### src/rtl/fetch_unit.sv
// Instruction fetch stage: reads a 16-word program ROM at PC, resolves
// unconditional jumps locally, and presents one registered instruction
// to the decoder through a valid/ready handshake.
// Execute-stage redirects flush the slot and reload PC.
module fetch_unit #(
    parameter logic [3:0] OPC_JMP = 4'b1000
) (
    input  logic        clk,
    input  logic        rst,
    input  logic        run,
    output logic [3:0]  rom_addr,
    input  logic [15:0] rom_inst,
    output logic [15:0] inst_out,
    output logic [3:0]  inst_pc,
    output logic        inst_valid,
    input  logic        inst_ready,
    input  logic        redirect,
    input  logic [3:0]  redirect_addr,
    output logic [7:0]  fetch_count
);

    localparam logic [0:0] S_IDLE = 1'b0;
    localparam logic [0:0] S_RUN  = 1'b1;

    logic [0:0]  r_state;
    logic [3:0]  r_pc;
    logic [15:0] r_inst;
    logic [3:0]  r_inst_pc;
    logic        r_valid;
    logic [7:0]  r_count;

    logic        w_slot_free;
    logic        w_handshake;
    logic        w_fetch;
    logic        w_is_jmp;

    // Output slot can take a new word when empty or being drained this cycle.
    assign w_slot_free = !r_valid || inst_ready;
    assign w_handshake = r_valid && inst_ready;
    assign w_is_jmp    = (rom_inst[15:12] == OPC_JMP);

    // The IDLE->RUN edge already fetches, so the first word comes from the
    // same edge that sees run=1; fetching therefore only depends on run.
    assign w_fetch = run && w_slot_free && !redirect;

    assign rom_addr    = r_pc;
    assign inst_out    = r_inst;
    assign inst_pc     = r_inst_pc;
    assign inst_valid  = r_valid;
    assign fetch_count = r_count;

    // Run/idle control: leave RUN only once the pending word has drained.
    always_ff @(posedge clk or posedge rst) begin
        if (rst) begin
            r_state <= S_IDLE;
        end else begin
            case (r_state)
                S_IDLE:  if (run) r_state <= S_RUN;
                S_RUN:   if (!run && !r_valid) r_state <= S_IDLE;
                default: r_state <= S_IDLE;
            endcase
        end
    end

    // PC and instruction slot; redirect beats fetch, which beats drain.
    always_ff @(posedge clk or posedge rst) begin
        if (rst) begin
            r_pc      <= 4'd0;
            r_inst    <= 16'h0000;
            r_inst_pc <= 4'd0;
            r_valid   <= 1'b0;
        end else if (redirect) begin
            r_valid <= 1'b0;
            r_pc    <= redirect_addr;
        end else if (w_fetch) begin
            if (w_is_jmp) begin
                // Jump is consumed here: bubble the slot and retarget PC.
                r_valid <= 1'b0;
                r_pc    <= rom_inst[3:0];
            end else begin
                r_inst    <= rom_inst;
                r_inst_pc <= r_pc;
                r_valid   <= 1'b1;
                r_pc      <= r_pc + 4'd1;
            end
        end else if (w_handshake) begin
            r_valid <= 1'b0;
        end
    end

    // Delivered-instruction counter, saturating at 255; counts accepts on
    // redirect cycles too since the word left before the flush.
    always_ff @(posedge clk or posedge rst) begin
        if (rst) begin
            r_count <= 8'd0;
        end else if (w_handshake && (r_count != 8'hFF)) begin
            r_count <= r_count + 8'd1;
        end
    end

endmodule

### config.mk
export PLATFORM = sky130hd
export DESIGN_NAME = fetch_unit
export DESIGN_NICKNAME = d
export VERILOG_FILES = /design/src/rtl/fetch_unit.sv
export SDC_FILE = /design/constraint.sdc
export NUM_CORES = 1
export LEC_CHECK = 0
export ABC_AREA = 0
export CORE_UTILIZATION = 44
export CTS_CLUSTER_DIAMETER = 120
export DETAILED_ROUTE_END_ITERATION = 10
export GPL_TIMING_DRIVEN = 1
export HOLD_SLACK_MARGIN = 0.12
export PLACE_DENSITY = 0.79
export SETUP_SLACK_MARGIN = 0.05
export SYNTH_ARGS = -nofsm -noshare
export SYNTH_HDL_FRONTEND = slang
export SYNTH_SLANG_ARGS = --single-unit
### constraint.sdc
create_clock -name clk -period 1.83 [get_ports clk]
set_input_delay 0.366 -clock clk [delete_from_list [all_inputs] [get_ports clk]]
set_output_delay 0.366 -clock clk [all_outputs]
set_load 0.05 [all_outputs]
Yosys cells after proc, flatten, opt, wreduce, memory -nomap -nowiden:

Cells that the tools add are included.

* output and inout bits: 33
* register bits: 33
* word-level logic and storage cells: 28
* input port bits: 25

* mux-type cells: 7
* eq/ne operators: 2
* bitwise gates (word level): 2
* add/sub/neg operators: 2
* reduce and logical (&&, ||, !) cells: 10

Operator list (number)
* $mux 4: 3
* $add 8x1->8 const B: 1
* $ne 8x8->1 const B: 1
* $add 4x1->4 const B: 1
* $eq 4x4->1 const B: 1
* $logic_and 1x1->1: 4
* $mux 1: 4
* $reduce_and 3->1: 1
* $reduce_bool 3->1: 1
* $logic_not 1->1: 2
* $not 1->1: 2
* $reduce_bool 2->1: 1
* $logic_or 1x1->1: 1

Longest topological paths before layout:

Gate-level depths: netlist of the first run.

* depth in word-level cells: 6
* depth in mapped cells: 5
* gate-level depth less buffers: 5

Worst setup path after synthesis of the first run:

Ideal clock, no wire load.

* path type: register -> register
* start: reg r_count[0] (netlist: fetch_count[0])
* end: reg r_count[1] (netlist: fetch_count[1])
* clock period less this slack: 1784 ps
* data required time: 1702 ps
* path slack: 46 ps
* arrival time: 1656 ps
* path buffers: 0
* library setup time: 128 ps
* cell stages (with the launch flop): 6
* cells stage by stage: dfrtp_1 > ha_1 > and4_1 > nand2_1 > nand3_1 > mux2_1

* word-level cells in the longest chain between the ends: 2
* elaborated cells between the ends (all ways): 3
* those cells by class: 1 x add/sub; 1 x eq/ne; 1 x reduce/logical

RTL lines
* from (decl): line 30 `logic [7:0] r_count;`
* from (signal assigned): line 97 `r_count <= r_count + 8'd1;`
* parallel branches: the longest is 2 deep, another holds $add 8x1->8

Parallel ways; which one is timed is not known.
A chain may end at the register's enable or synchronous reset.

Worst setup path after layout of the first run:

* start: in rom_inst[12]
* end: reg r_pc[1] (netlist: rom_addr[1])

* word-level cells in the longest chain between the ends: 4

RTL lines
* from (decl): line 12 `input logic [15:0] rom_inst,`
* $eq 4x4->1: line 40 `assign w_is_jmp = (rom_inst[15:12] == OPC_JMP);`
* $mux 4: line 76 `if (w_is_jmp) begin`
* $mux 4: line 75 `end else if (w_fetch) begin`
* $mux 4: line 72 `end else if (redirect) begin`
* to (signal assigned): line 74 `r_pc <= redirect_addr;`
* to (signal assigned): line 79 `r_pc <= rom_inst[3:0];`
* to (signal assigned): line 84 `r_pc <= r_pc + 4'd1;`
* to (decl): line 26 `logic [3:0] r_pc;`

No other way between the ends. The select of a mux whose other input is x is not followed.

==> parameters.txt, run 1 <==
Parameter                              Value

Run status
  Outcome ... completed

Finish
  Share of final-layout standard cells stronger than drive strength 1 ... 39.7%
  Layout-stage area growth over the synthesis result ... 43.1%
  Number of antenna repair diodes ... 0
  Most common cell after layout, fill and taps aside ... sky130_fd_sc_hd__buf_4
  Design Area, Final ... between 0.002 and 0.0025 mm^2
  Final Net Count ... 216
  Commonest cells after routing, fill and taps aside ... sky130_fd_sc_hd__buf_4, sky130_fd_sc_hd__dfrtp_1, sky130_fd_sc_hd__clkdlybuf4s50_1
  Fillers ... 287

Timing
  Setup repair after global routing missed its margin ... no
  Total negative slack for setup checks ... 0 ps
  Final worst path period share ... 93.3%
  Fin. max-slew vios ... 0
  Slack of the critical path ... 122 ps
  Setup Skew ... 3.41 ps
  Setup-violating endpoint count in the final report ... 0
  Number of hold-slack violations in the final timing report ... 0
  Actual slew at the worst max-slew pin ... 408 ps
  Final Critical Period ... between 1500 and 2000 ps
  Slew Limit Headroom ... 72.8%
  Max Clk Rate ... 0.586 GHz

Routing
  Average wire per cell in the routed design ... ~14 um
  Wire length on met2 ... approximately 1.8 mm
  Metal1 wirelength ... about 1.4 mm
  DR vias ... 1209
  Met3 wirelength from detailed routing ... 187 um
  Post-DRT Antenna Nets ... 0
  Highest signal layer in the routed design ... met4
  Violation count after the first detailed-routing iteration ... 36
  Count of unresolved DRC violations after routing ... 0
  Count of TritonRoute iterations in the first routing pass ... 4
  Ratio of routed vias to standard cells ... 5.14
  DRT Wirelength ... 3.37 mm

CTS
  CTS H-tree depth ... 2
  Max Buffers Root-to-Sink ... 2
  Number of CTS-inserted buffers ... 5
  Clock tree from TritonCTS ... built
  Number of sinks handled by clock tree synthesis ... 33
  Clock Pin Slew Worst Setup and Hold Paths ... 100 ps
  Clock Tree Root ... sky130_fd_sc_hd__clkbuf_4
  Worst-Skew Late Latency ... 320 ps

Yosys
  Most area-hungry cell type in the Yosys netlist ... sky130_fd_sc_hd__dfrtp_1
  Flip-flop cell with the highest count after synthesis ... sky130_fd_sc_hd__dfrtp_1
  Netlist Area Pre-Place ... 0.00157 mm^2
  Top cell type's share of synthesized area ... 52.7%
  Synthesized netlist net count ... ~150
  Number of instances in the synthesized netlist ... 118
  Post-synth ARST share ... 100%
  Distinct cell type count after synthesis ... 32
  Number of enable flip-flop cells after synthesis ... 0
  Top cells by area, synth ... sky130_fd_sc_hd__dfrtp_1, sky130_fd_sc_hd__mux2_4, sky130_fd_sc_hd__nand2_1
  Sequential-to-total area share from yosys stat ... 52.7%
  Warnings from Yosys ... 0
  Post-synthesis register bit count ... 33
  Average cell area after synthesis ... around 13 um^2

Placement
  DP Area ... 0.00219 mm^2
  Routability-driven placement congestion ratio ... 0.840
  Half-perimeter wire length after placement ... 2.59 mm
  Number of buffers inserted by port buffering ... 57
  Setup slack at placement ... -239 ps

GRT
  Largest net degree at the start of global routing ... 34
  All-layer global routing usage ... 20.8%
  Antenna violations before repair ... 0
  Vias in the first global route ... around 1200
  Total overflow reported by the global router ... 0
  Global-route wire length before repair ... 5.63 mm

Power
  Max IR drop VDD ... roughly 0.64 mV
  Overall Power ... roughly 0.0026 W
  Relative contribution of combinational cells to total power ... 47.2%
  Clk pwr share ... 13.8%
  Ratio of total power to cell area ... 1170 mW/mm^2
  Internal Pwr Total ... 0.00150 W
  Net switching share of the total power ... between 40 and 50%
  Sequential power share ... 38.9%
  Net switching component of the power ... roughly 0.0011 W
  Leakage ... between 1 and 1.5 nW

Hold path
  Endpoint of the worst hold-timing path ... inst_out[13]
  Origin of the worst min-delay path ... rom_inst[13]
  Path category of the worst min-delay check ... in2reg
  Cell count of the worst hold path ... 2

Worst setup path
  WS Path Type ... in2reg
  Largest stage delay, worst path ... 560 ps
  Highest fanout seen on the critical path ... 3
  Levels on crit path ... 5
  Category of the worst setup path launch point ... primary input
  Cells traversed along the worst timing path ... clkdlybuf4s50_1 > or4b_4 > mux2_4 > mux2i_1 > o21ai_1
  Reg-to-reg setup timing slack ... 220 ps
  Dominant delay contributor by cell family on the critical path ... simple AND/OR/NAND/NOR gates
  Data required time of the critical path ... 2040 ps
  Crit end category ... flip-flop
  Slowest cell on the critical path ... sky130_fd_sc_hd__or4b_4
  Startpoint of the worst-slack reg-to-reg timing path ... fetch_count[0]
  Data arrival time of the critical path ... 1920 ps
  Worst r2r path cells ... 5
  Reg2Reg Capture Point ... fetch_count[1]
  CP bufs+invs ... 1

Floorplan
  Die extent in y ... slightly above 60 um
  Effective utilization at floorplan ... 46.6%
  Die span in x ... 61.7 um
  Number of placement rows ... 21
  Top Ports ... 58
  Die area ... 0.00381 mm^2
  Placeable core region ... ~0.0034 mm^2

Flow run
  Total of max-cap violations ... 0
## Yosys cell counts, types with 2 or more instances
cell                       count
sky130_fd_sc_hd__inv_1         3
sky130_fd_sc_hd__mux2_4       21
sky130_fd_sc_hd__a21oi_1       6
sky130_fd_sc_hd__dfrtp_1      33
sky130_fd_sc_hd__nor3_1        2
sky130_fd_sc_hd__a31oi_1       3
sky130_fd_sc_hd__mux2_1        2
sky130_fd_sc_hd__and3_1        2
sky130_fd_sc_hd__ha_1          2
sky130_fd_sc_hd__buf_6         2
sky130_fd_sc_hd__nand2_1      10
sky130_fd_sc_hd__o311ai_1      2
sky130_fd_sc_hd__nor2_1        6
sky130_fd_sc_hd__nand4_1       2
sky130_fd_sc_hd__mux2i_1       2
sky130_fd_sc_hd__nand3_1       4
## registers in the layout (all words and copies together) (netlist names)
signal	count
rom_addr	4
inst_out	16
fetch_count	8
inst_pc	4
inst_valid	1
## worst register-to-register path: stages (launching register included)
cell                      delay, ps
sky130_fd_sc_hd__dfrtp_2        440
sky130_fd_sc_hd__ha_1           230
sky130_fd_sc_hd__and4_1         240
sky130_fd_sc_hd__nand2_1        120
sky130_fd_sc_hd__nand3_1        140
sky130_fd_sc_hd__mux2_1         330
## stage by stage
stage,hold slack (ps),cells,utilization (%)
after detailed placement,491,228,65.3
after global placement,491,228,65.3
final,427,235,66.7
after global routing,427,235,66.7
after floorplan,489,118,-
after CTS,450,235,66.6
## routing by layer
metal	track usage, %	vias to the layer above
li1	-	574
met1	25.0	596
met2	35.0	35
met3	6.42	4
met4	7.94	0
met5	0	-
## cell type report
class | count | area [um^2] | area share, %
tap | 46 | 57.6 | 2.57
clock buffer | 6 | 41.3 | 1.84
clock inverter | 1 | 5.00 | 0.223
multi-input combinational | 79 | 711 | 31.7
inverter | 3 | 11.3 | 0.502
timing repair buffer | 67 | 591 | 26.3
sequential | 33 | 827 | 36.9
## timing repair
action / CTS / global route
buffers inserted: 0 / 0
hold buffers: 0 / 0
gates resized for setup: 0 / 1
endpoints found under the setup margin: 0 / 1
## logic make-up (layout without fill, tap and decap cells)
family,after synthesis,in the layout,synth area share [%]
buf+inv,6,77,2.39
flops,33,33,52.7
fa+ha+maj,2,2,1.60
simple gates,34,34,12.9
xor+xnor,1,1,0.559
mux,25,25,22.8
compound gates,17,17,7.02
## power by group through the flow
stage	Clock [W]	Combinational, W	Sequential, W
final	0.000364	0.00124	0.00102
after global routing	0.000406	0.00132	0.00105
after CTS	0.000380	0.00125	0.00103
after detailed placement	0	0.00125	0.00104
after global placement	0	0.00123	0.00103
after floorplan	0	0.000305	0.00157
## how the worst max path moves through the flow
stage | from | end | slack, ps
floorplan | fetch_count[1] | fetch_count[1] | 60
global placement | rom_inst[13] | rom_addr[1] | -190
detailed placement | rom_inst[13] | rom_addr[1] | -240
CTS | rom_inst[13] | rom_addr[1] | 110
global route | rom_inst[12] | rom_addr[1] | 50
finish | rom_inst[12] | rom_addr[1] | 120
Note: power is estimated with default switching activity, not from simulation.
==> inputs of run 2 (changes only) <==
--- a/config.mk
+++ b/config.mk
@@ -16,3 +16,4 @@
 export SYNTH_ARGS = -nofsm -noshare
 export SYNTH_HDL_FRONTEND = slang
 export SYNTH_SLANG_ARGS = --single-unit
+export TNS_END_PERCENT = 20
==> results of run 2 <==
The final DEF is identical to that of run 1; final timing and power are the same.
